<file path="src/rtl/adc_spi_reader_pkg.sv">
// adc_spi_reader_pkg: FSM encodings and ADC frame constants shared by the TSAL ADC reader
package adc_spi_reader_pkg;
  localparam int DATA_W = 8;
  localparam int FRAME_BITS_DEF = 16;
  localparam int LEAD_BITS_DEF = 3;
  localparam logic [1:0] ST_IDLE  = 2'd0;
  localparam logic [1:0] ST_SETUP = 2'd1;
  localparam logic [1:0] ST_SHIFT = 2'd2;
  localparam logic [1:0] ST_DONE  = 2'd3;
endpackage

</file>
<file path="src/rtl/adc_spi_reader_sample_avg4.sv">
// adc_spi_reader_sample_avg4: averages groups of 4 raw samples (built only with ADC_AVG4_EN)
`ifdef ADC_AVG4_EN
module adc_spi_reader_sample_avg4
  import adc_spi_reader_pkg::*;
(
  input  logic              clk,
  input  logic              rst,
  input  logic [DATA_W-1:0] raw,
  input  logic              raw_valid,
  input  logic              clear,
  output logic [DATA_W-1:0] avg,
  output logic              avg_valid
);
  logic [DATA_W+1:0] acc;
  logic [DATA_W+1:0] sum;
  logic [1:0]        n;
  always_comb sum = acc + {2'b00, raw};
  always_ff @(posedge clk or negedge rst)
    if (!rst) begin
      acc <= '0;
      n <= '0;
      avg <= '0;
      avg_valid <= 1'b0;
    end else begin
      avg_valid <= raw_valid && n == 2'd3 && !clear;
      if (clear) begin
        acc <= '0;
        n <= '0;
      end else if (raw_valid) begin
        acc <= n == 2'd3 ? '0 : sum;
        n <= n + 2'd1;
        if (n == 2'd3) avg <= sum[DATA_W+1:2];
      end
    end
endmodule
`endif

</file>
<file path="src/rtl/adc_spi_reader.sv">
// adc_spi_reader: periodic 8-bit SPI ADC sampler for the TSAL path; ADC_AVG4_EN enables 4-sample averaging
module adc_spi_reader
  import adc_spi_reader_pkg::*;
#(
  parameter int CLK_DIV       = 4,
  parameter int SAMPLE_PERIOD = 8000,
  parameter int FRAME_BITS    = FRAME_BITS_DEF,
  parameter int LEAD_BITS     = LEAD_BITS_DEF
) (
  input  logic              clk,
  input  logic              rst,
  input  logic              enable,
  input  logic              adc_miso,
  output logic              adc_sclk,
  output logic              adc_cs_n,
  output logic [DATA_W-1:0] data,
  output logic              data_ready,
  output logic              busy
);
  localparam int PW = $clog2(SAMPLE_PERIOD + 1);
  localparam int DW = $clog2(2 * CLK_DIV + 1);
  localparam int BW = $clog2(FRAME_BITS + 1);
  logic [1:0]        state;
  logic [1:0]        nxt;
  logic [PW-1:0]     pc;
  logic [DW-1:0]     d;
  logic [BW-1:0]     b;
  logic [DATA_W-1:0] sr;
  logic              start;
  logic              div_end;
  logic              cap;
  always_comb begin
    start = enable && pc == '0 && state == ST_IDLE;
    div_end = d == (state == ST_SETUP ? DW'(CLK_DIV - 1) : DW'(2 * CLK_DIV - 1));
    cap = state == ST_SHIFT && d == DW'(CLK_DIV) && b >= BW'(LEAD_BITS) && b < BW'(LEAD_BITS + DATA_W);
    nxt = state == ST_IDLE  ? (start ? ST_SETUP : ST_IDLE) :
          state == ST_SETUP ? (div_end ? ST_SHIFT : ST_SETUP) :
          state == ST_SHIFT ? (div_end && b == BW'(FRAME_BITS - 1) ? ST_DONE : ST_SHIFT) :
          ST_IDLE;
  end
  // SCLK is low for the first CLK_DIV cycles of each bit period, so the sampling edge is at d == CLK_DIV
  assign adc_cs_n = !(state == ST_SETUP || state == ST_SHIFT);
  assign adc_sclk = !(state == ST_SHIFT && d < DW'(CLK_DIV));
  assign busy = state != ST_IDLE;
  always_ff @(posedge clk or negedge rst)
    if (!rst) begin
      state <= ST_IDLE;
      pc <= '0;
      d <= '0;
      b <= '0;
      sr <= '0;
    end else begin
      state <= nxt;
      pc <= (!enable || pc == PW'(SAMPLE_PERIOD - 1)) ? '0 : pc + 1'b1;
      d <= ((state == ST_SETUP || state == ST_SHIFT) && !div_end) ? d + 1'b1 : '0;
      b <= state != ST_SHIFT ? '0 : b + BW'(div_end);
      if (cap) sr <= {sr[DATA_W-2:0], adc_miso};
    end
`ifdef ADC_AVG4_EN
  adc_spi_reader_sample_avg4 u_avg (
    .clk      (clk),
    .rst      (rst),
    .raw      (sr),
    .raw_valid(state == ST_DONE),
    .clear    (!enable),
    .avg      (data),
    .avg_valid(data_ready)
  );
`else
  always_ff @(posedge clk or negedge rst)
    if (!rst) begin
      data <= '0;
      data_ready <= 1'b0;
    end else begin
      data_ready <= state == ST_DONE;
      if (state == ST_DONE) data <= sr;
    end
`endif
endmodule

</file>
<file path="config.mk">
export PLATFORM = sky130hd
export DESIGN_NAME = adc_spi_reader
export DESIGN_NICKNAME = d
export VERILOG_FILES = /design/src/rtl/adc_spi_reader_pkg.sv /design/src/rtl/adc_spi_reader_sample_avg4.sv /design/src/rtl/adc_spi_reader.sv
export SDC_FILE = /design/constraint.sdc
export NUM_CORES = 1
export LEC_CHECK = 0
export ABC_AREA = 1
export BUFFER_PORTS_ARGS = -buffer_cell sky130_fd_sc_hd__buf_2
export CAP_MARGIN = 20
export CORE_MARGIN = 5
export CORE_UTILIZATION = 50
export CTS_BUF_LIST = sky130_fd_sc_hd__clkbuf_8
export CTS_CLUSTER_SIZE = 14
export DETAILED_ROUTE_END_ITERATION = 10
export GPL_TIMING_DRIVEN = 0
export PLACE_DENSITY = 0.78
export REMOVE_ABC_BUFFERS = 1
export SLEW_MARGIN = 20
export SYNTH_ARGS = -nofsm -noshare
export SYNTH_HDL_FRONTEND = slang
export SYNTH_SLANG_ARGS = --single-unit
</file>
<file path="constraint.sdc">
create_clock -name clk -period 2.24 [get_ports clk]
set_clock_uncertainty 0.1 [all_clocks]
set_input_delay 0.112 -clock clk [delete_from_list [all_inputs] [get_ports clk]]
set_output_delay 0.112 -clock clk [all_outputs]
set_load 0.03 [all_outputs]
</file>
==> summary.md <==
| Metric | Value |
|---|---|
| Status | finished clean |
| YS warnings | 0 |
| Core area | 0.00400 sq mm |
| Synth-to-Final Area Change | 12.5% |
| DRC viols | 0 |
| Max Root-Sink Buffers | 2 |
| Post-CTS Setup Inserts | 0 |
| ANT cells | 0 |
| Cell Int Power | roughly 0.0012 W |
| Crit-path max FO | 4 |
| Storage cell area | a little over 0.001 sq mm |
| Rel. slew slack | approximately two fifths |
| Final setup fails | 0 |
| Clock slew at reported path FFs | around 80 ps |
| Compound-Gate Fraction of Synth Area | 2.73% |
| P_sw | 0.000294 W |
| I/O Buffers | 15 |
| Num CTS Buffers | 5 |
| Clk pwr share | approximately 47% |
| Synth unique cells | 27 |
| Post-Synthesis Cells | between 200 and 250 |
| Adder-cell area share of the yosys netlist | between 6 and 7% |
| HP Class | input port to flop |
| Worst skew pair latency | 290 ps |
| All-Layer GR Usage | 14.6% |
| Final Hold Vio Count | 0 |
| WP data required | 2370 ps |
| Die width | ~74 um |
| CP peak stage delay | about 400 ps |
| HPWL Detailed | 2440 um |
| Synth Area in Simple Gates | 25.7% |
| CP Capture Type | flop |
| CTS tree | done |
| Flop2flop setup slack | 310 ps |
| Seq/Total Area, Yosys | between 40 and 50% |
| Starting DRT DRC Count | 98 |
| Row count | 23 |
| Fin Setup TNS | 0 ps |
| DRT antenna net count | 0 |
| Final Critical Period | 1930 ps |
| Footprint of the multi-input gates | 898 sq um |
| Startpoint Class | flop |
| Root buffer cell | clkbuf_8 |
| Die footprint | ~0.0055 sq mm |
| GRT overflow | 0 |
| Count of boundary I/O pins | 16 |
| Post-route worst setup slack | around 310 ps |
| Total power | around 0.0015 W |
| Post-synthesis mux area share | 4.37% |
| CP Class | flop to flop |
| Critical path arrival | between 2000 and 2500 ps |
| XOR/XNOR Fraction of Synth Area | about 4.7% |
| Worst IR Drop VDD | between 0.2 and 0.3 mV |
| Routed len/inst | 11.6 um |
| DRT Pass-1 Iters | 4 |
| Max-cap violations | 0 |
| Post-CTS Resized | 0 |
| Power per cell area | around 650 mW/mm^2 |
| Vias | 1490 |
| Cell area after synthesis | 0.00206 sq mm |
| Largest net degree at the start of global routing | between 40 and 50 |
| Final Cycle Share | between 80 and 90% |
| Fill count | between 300 and 400 |
| Worst Max-Slew Pin Slew | approximately 900 ps |
| Vias in the first global route | 1385 |
| Share of layout cells above drive strength 1 | 17.0% |
| Global-route wire length before repair | just over 6000 um |
| P_leak | between 1 and 1.5 nW |
| H-tree Lvls | 2 |
| Pre-CTS setup slack | around 320 ps |
| Vias per std cell | 5.02 |
| Family with the most delay on the worst path | adder cells |
| Nets@finish | 260 |
| Initial Utilization | roughly half |
| Final Slew Violations | 0 |
| Final WL | between 3000 and 4000 um |
| Initial antenna violation count | 0 |
| Fmax | roughly 520 MHz |
| CTS sink count | slightly above 40 |
| Sequential share of power | between 50% and 60% |
| Hold_buf cts | 2 |
| Die Ht | about 74 um |
| Slowest CP cell | dfrtp_1 |
| Syn Area/Cell | 9.11 sq um |
| RD Place Congestion | roughly 0.83 |
| Register bit count reported by yosys | 41 |
| Combinational share of power | ~2.7% |
| Main combinational cell family by area after synthesis | simple AND/OR/NAND/NOR gates |
| RSZ-0062 raised after global routing | no |
| Switching part of the total power | around a fifth |
| Worst path buffer plus inverter count | 2 |
| Crit-path cells | inv_1 -> ha_1 -> inv_1 -> nand2_1 -> nand3_1 -> nor2_1 -> ha_1 -> ha_1 -> nand2_1 -> o21ai_0 -> nand2_1 -> nor2_1 |
## synthesized netlist by cell type
cell type | number | area share, %
inv_2 | 2 | 0.36
dfrtp_1 | 41 | 50
o21bai_1 | 1 | 0.36
o21ai_0 | 4 | 0.97
a21oi_1 | 4 | 0.97
o21ai_2 | 1 | 0.43
nor2_4 | 1 | 0.55
nor3_1 | 4 | 0.97
xnor2_1 | 1 | 0.43
nand3b_1 | 1 | 0.36
nor3_4 | 1 | 0.79
nand4_1 | 6 | 1.8
xor2_1 | 7 | 3.0
nand3_2 | 1 | 0.49
nor2_1 | 27 | 4.9
nand2_4 | 1 | 0.55
ha_1 | 10 | 6.1
xor2_4 | 1 | 1.3
nand3_1 | 20 | 4.9
nor2_2 | 1 | 0.30
clkbuf_1 | 1 | 0.18
nand2_2 | 2 | 0.61
nand2_1 | 52 | 9.5
mux2_2 | 8 | 4.4
inv_1 | 25 | 4.6
buf_6 | 2 | 1.1
buf_4 | 1 | 0.36
## cell type report
| type | count | area share [%] |
|---|---|---|
| sequential | 41 | 44.3 |
| inverter | 27 | 4.37 |
| multi-input combinational | 154 | 38.8 |
| timing repair buffer | 17 | 4.10 |
| clock buffer | 5 | 2.97 |
| clock inverter | 3 | 2.81 |
| tap | 50 | 2.70 |
## kinds of logic after synthesis
kind of cell,count (synthesis)
XOR/XNOR,9
buffers and inverters,31
AND/OR/NAND/NOR,117
flip-flops,41
multiplexers,8
AO/OA/AOI/OAI,10
adder cells (fa/ha/maj),10
## worst min-delay path, stage by stage
cell and delay, ps:
buf_2 110, nand2_1 50, nor3_1 50, nand3_1 70
nand2_1 50
## worst paths after layout
kind / startpoint / end / depth (start not counted)
min reg2reg: sr[7] / sr[7] / 2
min in group asynchronous: rst / b[2] / 2
max: state[1] / b[4] / 12
max reg2reg: state[1] / b[4] / 12
max in group asynchronous: rst / d[3] / 2
min: enable / state[0] / 5
## power by group through the flow
stage          logic (W)  clock network (W)  registers, W
3_5_place_dp   0.0000400                  0      0.000769
4_1_cts        0.0000428           0.000728      0.000754
5_1_grt        0.0000470           0.000745      0.000756
2_1_floorplan  0.0000173                  0      0.000767
6_report       0.0000405           0.000702      0.000754
3_3_place_gp   0.0000380                  0      0.000768
## sequential cells by signal, summed over array words and instances, names as in the netlist
signal,flops
b,5
pc,13
sr,8
data,8
d,4
data_ready,1
state,2
## stage by stage
stage	hold slack (ps)	cell area [sq um]	util [%]	cells
after floorplan	-284	2030	-	222
after detailed placement	202	2160	54.1	287
final	74.4	2320	57.9	297
after global routing	94.4	2320	57.9	297
after CTS	62.1	2320	57.9	297
after global placement	188	2160	54.1	287
## per-layer routing
| metal | global-route usage, % | vias to the layer above | wire length, um |
|---|---|---|---|
| met1 | 18.1 | 699 | 1630 |
| met3 | 4.73 | 6 | 171 |
| met2 | 23.0 | 25 | 1570 |
| met5 | 0 | - | 0 |
| li1 | - | 760 | - |
| met4 | 7.24 | 0 | 70 |
## layout by cell type (no fill, tap or decap), types with 4 or more instances in the layout
| master | n |
|---|---|
| nor2_1 | 27 |
| o21ai_0 | 4 |
| buf_2 | 15 |
| ha_1 | 10 |
| mux2_2 | 8 |
| a21oi_1 | 4 |
| clkbuf_8 | 5 |
| inv_1 | 25 |
| dfrtp_1 | 41 |
| nand4_1 | 6 |
| xor2_1 | 7 |
| nor3_1 | 4 |
| nand2_1 | 52 |
| nand3_1 | 20 |
Power figures use the tool's default switching activity.
